<file path="config.mk">
export PLATFORM = sky130hd
export DESIGN_NAME = pcs_tx_gearbox_param
export DESIGN_NICKNAME = d
export VERILOG_FILES = /design/src/rtl/pcs_tx_gearbox_param.sv
export SDC_FILE = /design/constraint.sdc
export NUM_CORES = 1
export LEC_CHECK = 0
export ABC_AREA = 1
export CORE_MARGIN = 2
export CORE_UTILIZATION = 63
export CTS_CLUSTER_DIAMETER = 150
export CTS_CLUSTER_SIZE = 25
export DETAILED_ROUTE_END_ITERATION = 12
export PLACE_DENSITY = 0.87
export SYNTH_ARGS = -nofsm -noshare
export SYNTH_HDL_FRONTEND = slang
export SYNTH_SLANG_ARGS = --single-unit
</file>
<file path="constraint.sdc">
create_clock -name i_clk -period 3.55 [get_ports i_clk]
set_input_delay 0.8875 -clock i_clk [delete_from_list [all_inputs] [get_ports i_clk]]
set_output_delay 0.8875 -clock i_clk [all_outputs]
set_load 0.01 [all_outputs]
</file>
<file path="src/rtl/pcs_tx_gearbox_param.sv">
// pcs_tx_gearbox_param: packs 66-bit PCS blocks (header + payload) into a continuous
// LSB-first bit stream and emits it as DATA_WIDTH-bit words with valid/ready handshakes.
// Optional build macro: PCS_TX_GEARBOX_SCRAMBLE_EN adds a 1+x^39+x^58 self-synchronous
// payload scrambler applied as each block is accepted.
module pcs_tx_gearbox_param #(
    parameter int unsigned DATA_WIDTH = 32,
    parameter int unsigned BUF_W      = 2*DATA_WIDTH+66
) (
    input  logic                       i_clk,
    input  logic                       i_reset_n,
    input  logic [1:0]                 i_blk_hdr,
    input  logic [63:0]                i_blk_data,
    input  logic                       i_blk_valid,
    output logic                       o_blk_ready,
    output logic [DATA_WIDTH-1:0]      o_tx_data,
    output logic                       o_tx_valid,
    input  logic                       i_tx_ready,
    output logic [$clog2(BUF_W+1)-1:0] o_fill
);
    localparam int unsigned BLK_W = 66;
    localparam int unsigned CNT_W = $clog2(BUF_W+1);

    // Reject unsupported widths and any override of the derived buffer size.
    if (!(DATA_WIDTH == 16 || DATA_WIDTH == 32 || DATA_WIDTH == 64)) begin : g_bad_width
        $error("pcs_tx_gearbox_param: DATA_WIDTH must be 16, 32 or 64");
    end
    if (BUF_W != 2*DATA_WIDTH+BLK_W) begin : g_bad_buf
        $error("pcs_tx_gearbox_param: BUF_W is derived and must not be overridden");
    end

    logic [BUF_W-1:0]      buf_q, buf_d;
    logic [CNT_W-1:0]      cnt_q, cnt_d;
    logic                  valid_q, valid_d;
    logic                  ready_q, ready_d;
    logic [DATA_WIDTH-1:0] data_q, data_d;
    logic                  acc, fire;
    logic [63:0]           payload;

    assign acc  = i_blk_valid & ready_q;
    assign fire = valid_q & i_tx_ready;

`ifdef PCS_TX_GEARBOX_SCRAMBLE_EN
    logic [57:0] lfsr_q, lfsr_d;

    // Scramble payload bits data[0]..data[63] in order; LFSR advances only on acceptance.
    always_comb begin
        logic [57:0] s;
        logic        sb;
        s       = lfsr_q;
        sb      = 1'b0;
        payload = i_blk_data;
        for (int i = 0; i < 64; i++) begin
            sb         = i_blk_data[i] ^ s[57] ^ s[38];
            payload[i] = sb;
            s          = {s[56:0], sb};
        end
        lfsr_d = acc ? s : lfsr_q;
    end

    // Scrambler state register, all ones out of reset.
    always_ff @(posedge i_clk) begin
        if (!i_reset_n) begin
            lfsr_q <= '1;
        end else begin
            lfsr_q <= lfsr_d;
        end
    end
`else
    assign payload = i_blk_data;
`endif

    // Shift out a word on fire, then append an accepted block behind the remaining bits.
    always_comb begin
        logic [BUF_W-1:0] shifted;
        logic [CNT_W-1:0] base;
        shifted = buf_q;
        base    = cnt_q;
        if (fire) begin
            shifted = buf_q >> DATA_WIDTH;
            base    = cnt_q - CNT_W'(DATA_WIDTH);
        end
        buf_d = shifted;
        cnt_d = base;
        if (acc) begin
            buf_d = shifted | (BUF_W'({payload, i_blk_hdr}) << base);
            cnt_d = base + CNT_W'(BLK_W);
        end
        valid_d = (cnt_d >= CNT_W'(DATA_WIDTH));
        ready_d = (cnt_d <= CNT_W'(2*DATA_WIDTH));
        data_d  = buf_d[DATA_WIDTH-1:0];
    end

    // Buffer, fill count and registered status outputs.
    always_ff @(posedge i_clk) begin
        if (!i_reset_n) begin
            buf_q   <= '0;
            cnt_q   <= '0;
            valid_q <= 1'b0;
            ready_q <= 1'b1;
            data_q  <= '0;
        end else begin
            buf_q   <= buf_d;
            cnt_q   <= cnt_d;
            valid_q <= valid_d;
            ready_q <= ready_d;
            data_q  <= data_d;
        end
    end

    assign o_blk_ready = ready_q;
    assign o_tx_valid  = valid_q;
    assign o_tx_data   = data_q;
    assign o_fill      = cnt_q;

endmodule
</file>
==> flow_metrics.env <==
export IMPL_n_antenna_cell=0
export IMPL_rsz0062_at_grt="false"
export IMPL_ys_flop_type="dfxtp_1"
export IMPL_holdPathStages=2
export IMPL_grt_use_total_pct=43.6
export IMPL_nets=1888
export IMPL_row_count=47
export IMPL_h_tree_depth=4
export IMPL_worst_setup_path_start_kind="flop"
export IMPL_placeableCoreArea_um2=16700
export IMPL_grt_max_degree=111
export IMPL_hp_class="flop to flop"
export IMPL_ctsHoldBuffers=0
export IMPL_dp_cells=2017
export IMPL_fin_cells=2049
export IMPL_syn_to_final_growth_pct=11.8
export IMPL_p_leak_nw=5.25
export IMPL_cp_max_fo=50
export IMPL_grt_pass1_wl_mm=62.3
export IMPL_firstDrtPassIters=7
export IMPL_synth_edf_count=0
export IMPL_fmax_mhz=358
export IMPL_dp_hpwl_mm=28.6
export IMPL_rrSetupSlack_ns=0.92
export IMPL_rr_worst_depth=11
export IMPL_finalInstanceArea_um2=12100
export IMPL_power_density_nw_per_um2=803
export IMPL_cts_sink_count=139
export IMPL_fin_util_pct=72.6
export IMPL_nFillCells=1517
export IMPL_hold_start="buf_q[99]"
export IMPL_final_layout_size_suffix_gt1_share_pct=6.78
export IMPL_cts_root_buf="clkbuf_16"
export IMPL_totalWireLength_mm=40.1
export IMPL_syn_area_um2=10900
export IMPL_whs_ns=0.462
export IMPL_worstPathArrival_ns=1.91
export IMPL_skew_ns=0.0139
export IMPL_end_kind="output pin"
export IMPL_post_cts_setup_buffers=0
export IMPL_finalCritPeriodShare_pct=78.7
export IMPL_status="finished, final reports clean"
export IMPL_synth_nets=1900
export IMPL_yosysWarnings=0
export IMPL_setup_tns_ns=0
export IMPL_die_w_um=135
export IMPL_gp_congestion=1.05
export IMPL_die_area_um2=18300
export IMPL_seq_area_frac_synth_pct=25.6
export IMPL_cts_tree="yes"
export IMPL_path_cells="buf_4 > clkdlybuf4s50_1"
export IMPL_drc_errors=0
export IMPL_hold_end="buf_q[99]"
export IMPL_r2r_end="buf_q[79]"
export IMPL_async_flop_share_pct=0
export IMPL_grt_antenna_before_repair=0
export IMPL_mostFrequentLayoutCell="nand2_1"
export IMPL_postSynthAreaPerCell_um2=5.94
export IMPL_ys_ff_latch=139
export IMPL_start_util_pct=65.0
export IMPL_hold_violations=0
export IMPL_drv_cap=0
export IMPL_dpl_cell_area_um2=11600
export IMPL_synth_cells=1828
export IMPL_setup_viol=0
export IMPL_drt_initial_drc_count=2106
export IMPL_wl_per_cell_um=19.6
export IMPL_critPathMaxStageDelay_ns=0.64
export IMPL_fp_dieH_um=135
export IMPL_vias=13200
export IMPL_clock_path_buffers=2
export IMPL_ys_types=41
export IMPL_io_pins=112
export IMPL_final_cell_mix="617 x nand2_1, 458 x nand3_1, 135 x dfxtp_1, 110 x clkdlybuf4s50_1, 99 x a21oi_1"
export IMPL_clock_latency_ns=0.44
export IMPL_gr_total_overflow=0
export IMPL_path_clk_slew_ns=0.07
export IMPL_crit_type="flop to output pin"
export IMPL_ant_nets=0
export IMPL_worst_pin_slew_ns=1.08
export IMPL_reg2reg_from="o_fill[2]"
export IMPL_drv_slew=0
export IMPL_crit_path_top_delay_cell="clkdlybuf4s50_1"
export IMPL_period_minus_slack_ns=2.79
export IMPL_cts_made_buffers=17
export IMPL_port_buffers=110
export IMPL_path_buf_inv=2
export IMPL_post_cts_resized=0
export IMPL_path_delay_family="buffers and inverters"
export IMPL_max_slew_margin_rel_pct=27.9
export IMPL_first_global_vias=11800
export IMPL_vias_per_cell=6.46
export IMPL_ir_drop_v=0.000972
export IMPL_required_ns=2.66
[power by group]
part / total [mW] / switching, mW / internal, mW / leakage [nW]
Combinational: 5.68 / 3.87 / 1.80 / 3.84
Sequential: 2.33 / 0.280 / 2.05 / 1.14
Clock: 1.74 / 0.807 / 0.937 / 0.269
[worst max-delay path by stage]
stage	startpoint	endpoint	slack [ns]	cells after the start
after floorplan	i_tx_ready	buf_q[106]	1.47	11
after global placement	i_tx_ready	buf_q[113]	0.60	10
after detailed placement	i_tx_ready	buf_q[13]	0.52	8
after CTS	o_fill[3]	o_fill[3]	0.77	2
after global routing	i_tx_ready	buf_q[11]	0.68	10
final	o_fill[3]	o_fill[3]	0.76	2
[synthesized netlist by cell type, types with 3 or more instances]
master    instances  area share [%]
nand3_1         458              21
nand2_2          19             1.1
o21ai_1          18            0.83
inv_2             7            0.24
nand3_2          12             1.1
nand4_1          27             1.6
a31oi_1          40             2.3
buf_2            61             2.8
xor2_1            4            0.32
o21ai_0          53             2.4
and2_1            3            0.17
nand2_1         617              21
buf_4            42             2.9
o211ai_1          4            0.28
inv_1            40             1.4
nor2_2            3            0.17
nor3_1            7            0.32
buf_1            17            0.59
buf_6             5            0.52
dfxtp_1         139              26
o21ai_2           3            0.24
mux2i_1          23             2.1
a21oi_1          99             4.6
nor2_1           57             2.0
clkbuf_1         47             1.6
[routing by layer]
layer  global-route usage (%)  wire (um)
met3                     9.88       4840
met5                        0          0
met4                     32.8       3650
met2                     66.4      16900
met1                     53.6      14600
[kinds of logic (layout without fill, tap and decap cells)]
| group | count (synthesis) | in the layout | synth area share [%] |
|---|---|---|---|
| simple gates | 1208 | 1208 | 49.3 |
| compound gates | 225 | 225 | 11.3 |
| buf+inv | 224 | 225 | 10.8 |
| flops | 139 | 139 | 25.6 |
| mux | 23 | 23 | 2.12 |
| xor+xnor | 6 | 6 | 0.553 |
| fa+ha+maj | 2 | 2 | 0.230 |
| other cells | 1 | 1 | 0.0345 |
[through the flow]
step           setup WS, ns  total power [mW]
2_1_floorplan          1.47              6.29
3_3_place_gp          0.597              7.67
3_5_place_dp          0.522              7.77
4_1_cts               0.771              9.52
5_1_grt               0.680              10.3
6_report              0.756              9.75
[worst register-to-register path: stages, from the launching register on]
cell and delay (ns):
dfxtp_2 0.60, inv_2 0.32, buf_12 0.28, nand3_1 0.19, nand3_1 0.13, nand2_1 0.24
nand2_1 0.13, nor2_1 0.27, nand2_1 0.09, nand3_1 0.13, nand2_1 0.06, a21oi_1 0.11
[final cells by class]
class / count / area (um2) / area share [%]
well taps: 220 / 275 / 2.27
multi-input cells: 1465 / 6910 / 56.9
clock buffers: 18 / 439 / 3.62
repair buffers: 145 / 1410 / 11.7
clock inverters: 14 / 124 / 1.02
inverters: 48 / 188 / 1.55
flip-flops and latches: 139 / 2790 / 23.0
[flip-flops by register name (all words and copies together), names as in the netlist]
name / cells
o_fill: 7
o_tx_valid: 1
o_blk_ready: 1
buf_q: 130
No activity file was read; power rests on OpenSTA's default activity.
